`src/rtl/prio_decoder.sv`:
```
// prio_decoder: registered 2-to-4 one-hot decoder with valid/ready handshake.
// Drives x_out one-hot for PULSE_LEN cycles per accepted index. It then holds
// x_out at zero for GAP_LEN cycles and spends at least one IDLE cycle before
// it accepts the next index.
module prio_decoder #(
  parameter int unsigned PULSE_LEN = 4,  // 1..255
  parameter int unsigned GAP_LEN   = 1   // 0..255
) (
  input  logic       clk,
  input  logic       rst,
  input  logic       in_valid,
  input  logic [1:0] y,
  output logic       in_ready,
  output logic [3:0] x_out,
  output logic       busy,
  output logic       done,
  output logic [7:0] accept_cnt
);

  typedef enum logic [1:0] {IDLE, DRIVE, GAP} state_t;

  // Counter reload values. The GAP reload is guarded so that GAP_LEN=0 cannot underflow.
  localparam logic [7:0] PULSE_M1 = 8'(PULSE_LEN - 1);
  localparam logic [7:0] GAP_M1   = (GAP_LEN > 0) ? 8'(GAP_LEN - 1) : 8'd0;

  state_t     state_q, state_d;
  logic [7:0] cnt_q,   cnt_d;
  logic [3:0] x_q,     x_d;
  logic [7:0] acc_q,   acc_d;

  // State, down-counter, one-hot output and accept counter registers.
  always_ff @(posedge clk or posedge rst) begin
    if (rst) begin
      state_q <= IDLE;
      cnt_q   <= '0;
      x_q     <= '0;
      acc_q   <= '0;
    end else begin
      state_q <= state_d;
      cnt_q   <= cnt_d;
      x_q     <= x_d;
      acc_q   <= acc_d;
    end
  end

  // Next-state logic. The index is sampled only on the accept edge in IDLE.
  always_comb begin
    state_d = state_q;
    cnt_d   = cnt_q;
    x_d     = x_q;
    acc_d   = acc_q;
    unique case (state_q)
      IDLE: begin
        x_d = '0;
        if (in_valid) begin
          x_d     = 4'b0001 << y;
          cnt_d   = PULSE_M1;
          state_d = DRIVE;
          acc_d   = acc_q + 8'd1;  // wraps 255 -> 0
        end
      end
      DRIVE: begin
        if (cnt_q != 8'd0) begin
          cnt_d = cnt_q - 8'd1;
        end else if (GAP_LEN > 0) begin
          state_d = GAP;
          cnt_d   = GAP_M1;
          x_d     = '0;
        end else begin
          state_d = IDLE;
          x_d     = '0;
        end
      end
      GAP: begin
        x_d = '0;
        if (cnt_q != 8'd0) cnt_d = cnt_q - 8'd1;
        else               state_d = IDLE;
      end
      default: begin
        state_d = IDLE;
        x_d     = '0;
      end
    endcase
  end

  // Status outputs are decoded directly from the registered state.
  // in_ready is masked by rst so that it drops at once when reset is asserted.
  assign in_ready   = (state_q == IDLE) && !rst;
  assign busy       = (state_q != IDLE);
  assign done       = (state_q == DRIVE) && (cnt_q == 8'd0);
  assign x_out      = x_q;
  assign accept_cnt = acc_q;

endmodule

```
`config.mk`:
```
export PLATFORM = sky130hd
export DESIGN_NAME = prio_decoder
export DESIGN_NICKNAME = d
export VERILOG_FILES = /design/src/rtl/prio_decoder.sv
export SDC_FILE = /design/constraint.sdc
export NUM_CORES = 1
export LEC_CHECK = 0
export CAP_MARGIN = 20
export CORE_MARGIN = 2
export CORE_UTILIZATION = 51
export CTS_BUF_LIST = sky130_fd_sc_hd__clkbuf_8
export DETAILED_ROUTE_END_ITERATION = 10
export PLACE_DENSITY = 0.77
export SYNTH_ARGS = -nofsm -noshare
export SYNTH_HDL_FRONTEND = slang
export SYNTH_SLANG_ARGS = --single-unit
```
`constraint.sdc`:
```
create_clock -name clk -period 4.3 [get_ports clk]
set_input_delay 0.86 -clock clk [delete_from_list [all_inputs] [get_ports clk]]
set_output_delay 0.86 -clock clk [all_outputs]
set_load 0.05 [all_outputs]
```
==> results.cfg <==
[sta]
timing.fmax_mhz = 315
skew_ps = 2.64
min_period_over_period_pct = 73.8
tightest_slew_ps = 825
finalHoldViolations = 0
setup_viol = 0
fin_ws_ps = 1130
whs_ps = 475
maxSlewHeadroom_pct = 44.9
rsz0062_at_grt = no
finalMaxSlewViolations = 0
min_period_ps = 3170
tns_ps = 0

[clock_network]
clock_latency_ps = 260
cts-resized-gates = 0
root_buffer = clkbuf_8
cts_tree = built
clockBufferDepth = 2
htree_levels = 1
clkTransAtPathRegs_ps = 80
cts_buffers = 3
clock_sinks = 22
cts_setup_buffers = 0
hold_buffers = 0

[power]
power_density_nw_per_um2 = 831
swShare_pct = 48.6
p_clk_share_pct = 11.6
p_comb_share_pct = 58.6
power_leakage_nw = 0.705
seqPwrFrac_pct = 29.9
switching_power_mw = 0.607
internal-power_mw = 0.642
ir_worst_vdd_mv = 0.557

[drt]
drt_wl_total_um = 2450
routedWlPerCell_um = 14.3
drtPass1Iterations = 4
vias = 987
drt_iter0_markers = 7
avgViaCountPerCell = 5.74
ant_nets = 0
drc_errors = 0

[yosys]
yosys_most_used_dff = dfrtp_1
async_flop_share_pct = 100
netlist_instances = 121
synth_nets = 132
yosysUniqueCellTypes = 34
yosysSeqAreaShare_pct = 45.0
syn_area_um2 = 1220
avgSynthCellArea_um2 = 10.1
synth_seq_cells = 22
synth-edff-count = 0
yosys_warnings = 0

[setup_path]
cp.required_ps = 3440
cpPeakStageDelay_ps = 790
worst_path_max_delay_cell = clkdlybuf4s50_1
cp-start-kind = flip-flop
critPathArrivalTime_ps = 2310
cp_max_fo = 7
crit_chain = nor4_4 -> and3_1 -> and2_1 -> clkdlybuf4s50_1
crit_type = reg -> out
end_kind = output pin

[global_routing]
grt_antenna_before_repair = 0
grt.total_usage_pct = 20.3
grt_max_degree = 23
use_met3_pct = 3.11
grt_util_met1_pct = 23.2
grtUsageMet2_pct = 36.9
first_global_vias = 984
grt_pass1_wl_um = 4120
grt_busiest_layer = met2
grt.overflow.total = 0

[cells_and_area]
area_growth_syn_to_layout_pct = 22.9
fillers = 188
n_antenna_cell = 0
multi_input_area_um2 = 643
drive_gt1_share_pct = 9.03
final_nets = 156
ff_latch_area_um2 = 551
post-route-util_pct = 67.3

[floorplan]
fp.dieW_um = 53.0
fp.dieArea_um2 = 2810
start_util_pct = 54.8
core_area_um2 = 2230
num_rows = 17
pin_count = 20
die_y_um = 53.0

[min_path]
hold_class = reg -> reg

[placement]
gp_congestion = 0.806
port_buffers = 19
place_ws_ps = 1270
post-dp-hpwl_um = 1880

[run_status]
status = completed

[flow_run]
max-cap-violations = 0
-- worst paths after layout --
path                                 endpoint  cells after the start     startpoint  slack [ps]
max in group asynchronous            cnt_q[0]                      2            rst        2700
worst max register to register       cnt_q[3]                      6     state_q[0]        2430
worst min register to register  accept_cnt[7]                      1  accept_cnt[7]         470
worst min-delay path            accept_cnt[7]                      1  accept_cnt[7]         470
worst max-delay path                     done                      4       cnt_q[2]        1130
min in group asynchronous       accept_cnt[3]                      2            rst        1090
-- critical path: cells and delay by family, from the launching register on --
family        cells  cell delay [ps]
flops             1              460
buf+inv           1              790
simple gates      3              810
-- cell usage after synthesis (2+ instances only) --
master,count,area share (%)
a221o_1,5,4.1
and3_1,6,3.1
and3b_1,2,1.4
dfrtp_1,22,45
ha_1,6,6.1
inv_1,8,2.5
mux2_2,4,3.7
nand2_1,11,3.4
nand3_1,5,2.0
nor2_1,14,4.3
nor2b_1,2,1.0
nor3_1,2,0.82
o2111ai_1,2,1.4
o211ai_1,2,1.2
o21ai_0,6,2.5
xnor2_1,5,3.6
xor2_1,2,1.4
-- power by group through the flow --
stage	clock network (mW)	logic [mW]	registers (mW)
detailed placement	0	0.733	0.378
CTS	0.148	0.737	0.374
global route	0.155	0.802	0.386
floorplan	0	0.439	0.470
global placement	0	0.711	0.370
finish	0.145	0.732	0.373
-- stage by stage --
step           cells  total power [mW]  cell area, µm²
6_report         172              1.25            1500
2_1_floorplan    121             0.909            1220
3_3_place_gp     168              1.08            1450
4_1_cts          172              1.26            1500
5_1_grt          172              1.34            1500
3_5_place_dp     168              1.11            1450
-- sequential cells by signal, summed over array words and instances, names as in the netlist --
register / cells
state_q: 2
accept_cnt: 8
x_out: 4
cnt_q: 8
-- per-layer routing --
metal,vias to the layer above,wire length [µm]
met5,-,0
met4,0,23
met3,4,64
met2,18,1290
met1,485,1070
li1,480,-
-- cell type report --
| type | count | share of cell area (%) |
|---|---|---|
| flip-flops and latches | 22 | 36.6 |
| repair buffers | 19 | 12.6 |
| inverters | 8 | 2.00 |
| well taps | 28 | 2.33 |
| clock buffers | 4 | 3.66 |
| multi-input cells | 91 | 42.8 |
-- placed cells by master, fill, tap and decap left out, types with 2 or more instances in the layout --
cell type / n
ha_1: 6
nand3_1: 5
o21ai_0: 6
and3_1: 6
a221o_1: 5
o2111ai_1: 2
xor2_1: 2
clkbuf_8: 4
inv_1: 8
xnor2_1: 5
nand2_1: 11
nor2b_1: 2
clkdlybuf4s50_1: 19
mux2_2: 4
nor3_1: 2
o211ai_1: 2
and3b_1: 2
nor2_1: 14
dfrtp_1: 22
-- cells by family (layout without fill, tap and decap cells) --
logic type / count (synthesis) / in the layout / share of synthesized area, %
AND/OR/NAND/NOR: 51 / 51 / 22.6
XOR/XNOR: 7 / 7 / 5.01
flip-flops: 22 / 22 / 45.0
adder cells (fa/ha/maj): 6 / 6 / 6.13
buffers and inverters: 8 / 31 / 2.45
AO/OA/AOI/OAI: 23 / 23 / 15.1
multiplexers: 4 / 4 / 3.68
Note: power is estimated with default switching activity, not from simulation.
